File: config.mk
export PLATFORM = sky130hd
export DESIGN_NAME = mult_arbiter
export DESIGN_NICKNAME = d
export VERILOG_FILES = /design/src/rtl/mult_arbiter.sv
export SDC_FILE = /design/constraint.sdc
export NUM_CORES = 1
export LEC_CHECK = 0
export CORE_UTILIZATION = 55
export CTS_CLUSTER_SIZE = 25
export DETAILED_ROUTE_END_ITERATION = 10
export PLACE_DENSITY = 0.8
export REMOVE_ABC_BUFFERS = 1
export SLEW_MARGIN = 10
export SYNTH_ARGS = -nofsm -noshare
export SYNTH_HDL_FRONTEND = slang
export SYNTH_SLANG_ARGS = --single-unit
File: constraint.sdc
create_clock -name clk -period 14.6 [get_ports clk]
set_clock_uncertainty 0.05 [all_clocks]
set_input_delay 4.38 -clock clk [delete_from_list [all_inputs] [get_ports clk]]
set_output_delay 4.38 -clock clk [all_outputs]
set_load 0.005 [all_outputs]
File: src/rtl/mult_arbiter.sv
// Round-robin arbiter sharing one pipelined signed Q(12.4) multiplier between
// N_REQ requesters; each result returns tagged (one-hot) after LAT cycles.
module mult_arbiter #(
    parameter int N_REQ     = 4,
    parameter int FRAC_BITS = 4,
    parameter int LAT       = 2
) (
    input  logic                  clk,
    input  logic                  reset,
    input  logic                  en,
    input  logic [N_REQ-1:0]      req,
    input  logic [16*N_REQ-1:0]   a_flat,
    input  logic [16*N_REQ-1:0]   b_flat,
    output logic [N_REQ-1:0]      gnt,
    output logic [N_REQ-1:0]      rsp_valid,
    output logic [15:0]           rsp_data,
    output logic                  busy
);

    localparam int PW = (N_REQ > 1) ? $clog2(N_REQ) : 1;

    logic [PW-1:0]       rr_ptr_r;
    logic [PW-1:0]       rr_next_s;
    logic [15:0]         a_sel_s;
    logic [15:0]         b_sel_s;
    logic                found_s;
    logic signed [31:0]  prod_s;
    logic                busy_next_s;
    logic [N_REQ-1:0]    tag_r  [LAT];
    logic signed [31:0]  prod_r [LAT];

    // Round-robin scan starting at rr_ptr_r; the granted requester's operands are muxed out.
    always_comb begin
        gnt       = '0;
        rr_next_s = rr_ptr_r;
        a_sel_s   = 16'd0;
        b_sel_s   = 16'd0;
        found_s   = 1'b0;
        if (en && !reset) begin
            for (int k = 0; k < N_REQ; k++) begin
                for (int i = 0; i < N_REQ; i++) begin
                    if (!found_s && req[i] &&
                        ((int'(rr_ptr_r) + k == i) || (int'(rr_ptr_r) + k == i + N_REQ))) begin
                        found_s   = 1'b1;
                        gnt[i]    = 1'b1;
                        rr_next_s = PW'((i + 1) % N_REQ);
                        a_sel_s   = a_flat[16*i +: 16];
                        b_sel_s   = b_flat[16*i +: 16];
                    end else begin
                        found_s   = found_s;
                    end
                end
            end
        end else begin
            gnt = '0;
        end
    end

    // Sign-extended product; idle cycles multiply zeros so rsp_data rests at 0.
    always_comb begin
        prod_s = $signed({{16{a_sel_s[15]}}, a_sel_s}) * $signed({{16{b_sel_s[15]}}, b_sel_s});
    end

    // busy is registered from the next-state occupancy of every pipeline stage.
    always_comb begin
        busy_next_s = |gnt;
        for (int s = 0; s < LAT - 1; s++) begin
            busy_next_s = busy_next_s | (|tag_r[s]);
        end
    end

    // Arbiter pointer, product/tag pipeline and busy flag.
    always_ff @(posedge clk or posedge reset) begin
        if (reset) begin
            rr_ptr_r <= '0;
            busy     <= 1'b0;
            for (int s = 0; s < LAT; s++) begin
                tag_r[s]  <= '0;
                prod_r[s] <= 32'sd0;
            end
        end else begin
            rr_ptr_r  <= rr_next_s;
            busy      <= busy_next_s;
            tag_r[0]  <= gnt;
            prod_r[0] <= prod_s;
            for (int s = 1; s < LAT; s++) begin
                tag_r[s]  <= tag_r[s-1];
                prod_r[s] <= prod_r[s-1];
            end
        end
    end

    assign rsp_valid = tag_r[LAT-1];
    // Arithmetic shift back to Q(12.4), then plain truncation: overflow wraps.
    assign rsp_data  = 16'(prod_r[LAT-1] >>> FRAC_BITS);

endmodule

==> results.py, run 1 <==
metrics = {
    "status": {
        "status": "complete, no violations",
    },
    "clocking": {
        "ctsResizeCount": 0,
        "cts-buffers-inserted": 5,
        "post-cts-setup-buffer-count": 0,
        "cts_sinks": 43,
        "clk_latency_ps": 290,
        "clock_path_buffers": 2,
        "cts_tree": "done",
        "cts_root_buffer": "clkbuf_16",
        "path_clk_slew_ps": 60,
        "cts_hold_buf": 0,
        "htreeDepth": 2,
    },
    "grt": {
        "grt_pass1_vias": 12200,
        "grt_start_max_net_pins": 59,
        "overflow": 0,
        "antenna_found_initial": 0,
        "grt_pass1_wl_um": 66000,
        "grt_use_total_pct": 40.0,
    },
    "power_and_ir_drop": {
        "p_leak_nw": 5.64,
        "powerDensity_nw_per_um2": 95.2,
        "power_mw": 1.24,
        "vdd_ir_drop_max_uv": 68.8,
    },
    "yosys": {
        "synthMuxAreaShare_pct": 0.289,
        "synth_top_family_by_area": "adder cells",
        "synth-xor-area-share_pct": 3.17,
        "synth_cell_types": 109,
        "netlist_instances": 1390,
        "yosysSeqAreaShare_pct": 9.55,
        "ys_async_sr_fraction_pct": 100,
        "syn_area_um2": 11300,
        "synth-simple-area-share_pct": 21.1,
        "synth_warnings": 0,
        "synth-seq-cells": 43,
        "syn_avg_cell_area_um2": 8.10,
        "synth_edf_count": 0,
        "ys.flop_type": "dfrtp_1",
        "synth-compound-area-share_pct": 22.7,
        "synthAdderAreaFrac_pct": 31.4,
    },
    "timing": {
        "period_needed_ps": 13180,
        "finalSetupViolations": 0,
        "relSlewSlack_pct": 22.8,
        "final.period_utilization_pct": 90.3,
        "final_hold_viol_count": 0,
        "report.final.slew_viol_count": 0,
        "setup_ws_ps": 1420,
        "tns_ps": 0,
        "rsz0062_at_grt": "false",
        "tightestPinTransition_ps": 1160,
        "clock.fmax_ghz": 0.0759,
    },
    "setup_path": {
        "cp_data_arrival_time_ps": 13300,
        "reg2reg_slack_ps": 5860,
        "crit_type": "primary input to flip-flop",
        "cpMaxStageDelayCell": "clkdlybuf4s50_1",
        "rr_startpoint": "rr_ptr_r[1]",
        "path_max_fanout": 19,
        "slowest_delay_ps": 820,
        "path_delay_family": "adder cells",
        "rr_worst_depth": 27,
        "cpMostUsedCell": "fa_1",
        "r2r_end": "prod_r[51]",
        "cp.required_ps": 14720,
        "setup.worst_path.end_class": "flip-flop",
        "critPathLaunchType": "primary input",
        "critPathBufInv": 4,
    },
    "cells_and_area": {
        "fin_nets": 1826,
        "final_common_cell": "inv_1",
        "final_layout_size_suffix_gt1_share_pct": 8.52,
        "fillers": 1684,
        "instances_no_fill": 1756,
        "diodes": 0,
        "final_cell_mix": "196 x inv_1, 171 x nor2_1, 159 x clkdlybuf4s50_1",
        "utilization_pct": 65.9,
        "area_growth_pct": 15.8,
    },
    "drt": {
        "dr.pass1.iters": 8,
        "viasPerCell": 6.61,
        "m1WireLength_um": 14900,
        "vias": 11600,
        "drc_errors": 0,
        "routed_wl_um": 41400,
        "wl_per_cell_um": 23.6,
        "ant_nets": 0,
        "drt_iter0_drc": 1231,
        "top_layer": "met4",
        "wl_met2_um": 19200,
        "wl_met3_um": 4770,
    },
    "die": {
        "start_util_pct": 56.9,
        "core_um2": 19800,
        "die-area_um2": 21100,
        "rows": 51,
        "dieHeight_um": 145,
        "die_x_um": 145,
        "ios": 160,
    },
    "placed_design": {
        "place.gp.congestion": 1.04,
        "dpl.hpwl_um": 31500,
        "place_ws_ps": 1300,
        "port_buffers": 159,
        "place_inst": 1748,
    },
    "worst_hold_path": {
        "hold_path_class": "flip-flop to flip-flop",
        "hold_depth": 0,
        "min_to": "rsp_data[1]",
        "hp-start": "prod_r[37]",
    },
    "run": {
        "cap_violations": 0,
    },
}
[worst max-delay path by stage]
| stage | from | end | slack, ps | depth (start not counted) |
|---|---|---|---|---|
| after global placement | req[2] | prod_r[51] | 1550 | 23 |
| after global routing | req[2] | prod_r[50] | 1030 | 28 |
| after floorplan | reset | prod_r[51] | 2590 | 21 |
| after detailed placement | req[2] | prod_r[51] | 1300 | 28 |
| after CTS | req[2] | prod_r[51] | 1570 | 29 |
| final | req[2] | prod_r[51] | 1420 | 28 |
[flip-flops by register name, summed over array words and instances (netlist names)]
signal     count
prod_r        16
tag_r          4
rr_ptr_r       2
rsp_valid      4
busy           1
rsp_data      16
[stage by stage]
stage | instance area (um2) | hold slack, ps
floorplan | 10700 | 281
global placement | 12900 | 282
detailed placement | 12900 | 287
CTS | 13000 | 301
global route | 13000 | 303
finish | 13000 | 298
[Yosys cell counts (7+ instances only)]
| cell type | n | share of area (%) |
|---|---|---|
| o22ai_1 | 39 | 2.2 |
| nand2_1 | 86 | 2.9 |
| a221o_1 | 9 | 0.80 |
| inv_1 | 197 | 6.6 |
| buf_4 | 26 | 1.7 |
| nand3_1 | 21 | 0.93 |
| a22o_1 | 7 | 0.54 |
| nor2_1 | 171 | 5.7 |
| o221ai_1 | 11 | 0.86 |
| o21ai_0 | 60 | 2.7 |
| a21o_1 | 16 | 1.1 |
| nand2b_1 | 20 | 1.1 |
| buf_6 | 7 | 0.70 |
| a31oi_1 | 12 | 0.67 |
| nor2b_1 | 12 | 0.67 |
| and3_1 | 8 | 0.44 |
| nor3_1 | 20 | 0.89 |
| a21oi_1 | 45 | 2.0 |
| buf_2 | 30 | 1.3 |
| and2_1 | 11 | 0.61 |
| dfrtp_1 | 43 | 9.6 |
| or2_2 | 40 | 2.2 |
| xnor2_1 | 27 | 2.1 |
| a222oi_1 | 11 | 0.98 |
| clkbuf_1 | 34 | 1.1 |
| a211oi_1 | 9 | 0.60 |
| fa_1 | 136 | 24 |
| ha_1 | 65 | 7.2 |
| nand3b_1 | 7 | 0.47 |
| a22oi_1 | 22 | 1.5 |
| a221oi_1 | 25 | 1.9 |
| a2111oi_0 | 7 | 0.54 |
[layer usage]
layer	global-route usage, %	vias to the layer above
met2	66.6	889
li1	-	4973
met5	0	-
met1	48.2	5536
met4	23.3	0
met3	7.61	204
[worst reg2reg max path, cell delays in order (launching register included)]
cell       delay (ps)
dfrtp_1           320
buf_4             480
nand4bb_1         710
nand2_1           660
a222oi_1          130
nand3_1           110
a211oi_1           60
nor2_1            110
a21oi_1            60
a21oi_1           750
o211ai_1          260
fa_1              560
inv_1              50
fa_1              500
fa_1              480
fa_1              420
inv_1              90
fa_1              430
fa_1              400
xor2_1            170
xnor2_1           190
xnor2_1           150
xnor2_1           160
xnor2_1           150
xnor3_1           250
xnor3_1           340
xnor3_1           410
xor2_1            170
[cell type report]
cell class              count  area, um2  area share, %
multi-input cells        1047       8860           67.9
clock inverters             3       43.8          0.336
well taps                 265        332           2.54
inverters                 197        739           5.67
flip-flops and latches     43       1080           8.25
repair buffers            196       1870           14.3
clock buffers               5        125          0.959
[logic make-up after synthesis]
group,Yosys count
buffers and inverters,300
and+or+nand+nor,458
xor gates and xnor gates,36
muxes,2
adders and majority gates,201
DFF,43
AOI/OAI and AO/OA,350
[power by group]
| part | internal (mW) | switching [mW] | total [mW] |
|---|---|---|---|
| sequential | 0.156 | 0.0102 | 0.167 |
| combinational | 0.377 | 0.570 | 0.948 |
| clock | 0.0806 | 0.0465 | 0.127 |
Power figures use the tool's default switching activity.
==> inputs of run 2 (changes only) <==
--- a/config.mk
+++ b/config.mk
@@ -8,6 +8,7 @@
 export CORE_UTILIZATION = 55
 export CTS_CLUSTER_SIZE = 25
 export DETAILED_ROUTE_END_ITERATION = 10
+export GPL_TIMING_DRIVEN = 0
 export PLACE_DENSITY = 0.8
 export REMOVE_ABC_BUFFERS = 1
 export SLEW_MARGIN = 10
==> results.py, run 2 (synthesized netlist as in run 1, its figures left out) <==
metrics = {
    "clocking": {
        "cts-buffers-inserted": 5,
        "clock_path_buffers": 2,
        "cts_tree": "done",
        "post-cts-setup-buffer-count": 0,
        "htreeDepth": 2,
        "clk_latency_ps": 290,
        "path_clk_slew_ps": 60,
        "cts_hold_buf": 0,
        "cts_sinks": 43,
        "cts_root_buffer": "clkbuf_16",
        "ctsResizeCount": 0,
    },
    "setup_path": {
        "slowest_delay_ps": 1370,
        "cpMostUsedCell": "fa_1",
        "cp_data_arrival_time_ps": 14220,
        "critPathLaunchType": "primary input",
        "crit_type": "primary input to flip-flop",
        "rr_startpoint": "rr_ptr_r[0]",
        "critPathBufInv": 2,
        "crit_chain": "clkdlybuf4s50_1 -> nand4bb_1 -> nand2_2 -> a311o_1 -> o211ai_1 -> nand2_1 -> nor2_1 -> fa_1 -> inv_1 -> fa_1 -> fa_1 -> fa_1 -> fa_1 -> fa_1 -> xor2_1 -> xnor2_1 -> xnor2_1 -> xnor2_1 -> xnor2_1 -> xnor3_1 -> xnor3_1 -> xnor3_1 -> xor2_1",
        "crit_path_start": "req[1]",
        "setup.worst_path.end_class": "flip-flop",
        "cpMaxStageDelayCell": "clkdlybuf4s50_1",
        "path_delay_family": "adder cells",
        "cp.required_ps": 14720,
        "path_max_fanout": 32,
    },
    "drt": {
        "routed_wl_um": 39300,
        "dr.pass1.iters": 7,
        "ant_nets": 0,
        "drt_iter0_drc": 1695,
        "viasPerCell": 6.71,
        "drc_errors": 0,
        "vias": 11600,
        "wl_per_cell_um": 22.7,
    },
    "timing": {
        "tightestPinTransition_ps": 1420,
        "final_hold_viol_count": 0,
        "rsz0062_at_grt": "false",
        "period_needed_ps": 14100,
        "final.period_utilization_pct": 96.5,
        "relSlewSlack_pct": 5.11,
        "clock.fmax_ghz": 0.0709,
        "report.final.slew_viol_count": 0,
        "finalSetupViolations": 0,
        "hold_slack_ps": 298,
    },
    "cells_and_area": {
        "diodes": 0,
        "fillers": 1661,
        "final_layout_size_suffix_gt1_share_pct": 7.44,
        "final_common_cell": "inv_1",
        "fin_nets": 1801,
        "final_cell_mix": "196 x inv_1, 170 x nor2_1, 157 x clkdlybuf4s50_1",
        "area_growth_pct": 15.0,
    },
    "status": {
        "status": "complete, no violations",
    },
    "die": {
        "die-area_um2": 21100,
        "die_x_um": 145,
        "dieHeight_um": 145,
        "start_util_pct": 56.9,
        "core_um2": 19800,
        "rows": 51,
        "ios": 160,
    },
    "power_and_ir_drop": {
        "powerDensity_nw_per_um2": 96.9,
        "power_mw": 1.25,
        "p_sw_share_pct": 50.7,
        "p_int_mw": 0.618,
        "clkPwrFrac_pct": 10.3,
        "comb_power_share_pct": 74.6,
        "p_sw_mw": 0.637,
        "vdd_ir_drop_max_uv": 54.7,
        "seqPwrFrac_pct": 15.1,
        "p_leak_nw": 5.56,
    },
    "grt": {
        "grt_start_max_net_pins": 39,
        "antenna_found_initial": 0,
        "grt_pass1_wl_um": 62400,
        "overflow": 0,
        "grt_pass1_vias": 12000,
        "grt_use_total_pct": 37.5,
    },
    "placed_design": {
        "dpl.hpwl_um": 28700,
        "port_buffers": 159,
        "place.gp.congestion": 0.981,
    },
    "worst_hold_path": {
        "hp-start": "prod_r[48]",
        "hold_path_class": "flip-flop to flip-flop",
    },
    "run": {
        "cap_violations": 0,
    },
}
run 2: per-layer routing:
| layer | part of all wire (%) | GRT usage, % |
|---|---|---|
| met2 | 43 | 59.0 |
| met5 | 0 | 0 |
| met1 | 36 | 45.6 |
| met4 | 7.0 | 24.4 |
| met3 | 14 | 9.75 |
run 2: stage by stage:
stage	TNS, ps	utilization [%]	area (um2)	std cells	setup slack [ps]
finish	0	65.5	13000	1731	504
global route	0	65.5	13000	1731	408
CTS	0	65.5	12900	1730	664
detailed placement	0	64.6	12800	1722	394
global placement	-1350	63.7	12600	1711	-745
floorplan	0	-	10700	1287	2590
run 2: power by group through the flow:
stage	Sequential (mW)	Clock, mW	Combinational, mW
floorplan	0.195	0	0.556
global placement	0.207	0	0.825
detailed placement	0.191	0	0.895
CTS	0.189	0.132	0.902
global route	0.194	0.136	1.01
finish	0.190	0.129	0.936
run 2: final timing paths:
| path | end | slack, ps | depth (start not counted) |
|---|---|---|---|
| max reg2reg | prod_r[51] | 5090 | 23 |
| min | rsp_data[12] | 300 | 0 |
| min in group asynchronous | rr_ptr_r[0] | 4290 | 2 |
| min reg2reg | rsp_data[12] | 300 | 0 |
| max | prod_r[51] | 500 | 23 |
| max in group asynchronous | prod_r[51] | 9770 | 3 |
run 2: area by class of cell:
class | instances | area (um2) | share of cell area [%]
tap | 265 | 332 | 2.56
clock inverter | 3 | 46.3 | 0.357
timing repair buffer | 171 | 1730 | 13.3
multi-input combinational | 1047 | 8900 | 68.7
clock buffer | 5 | 125 | 0.966
sequential | 43 | 1080 | 8.33
inverter | 197 | 739 | 5.71
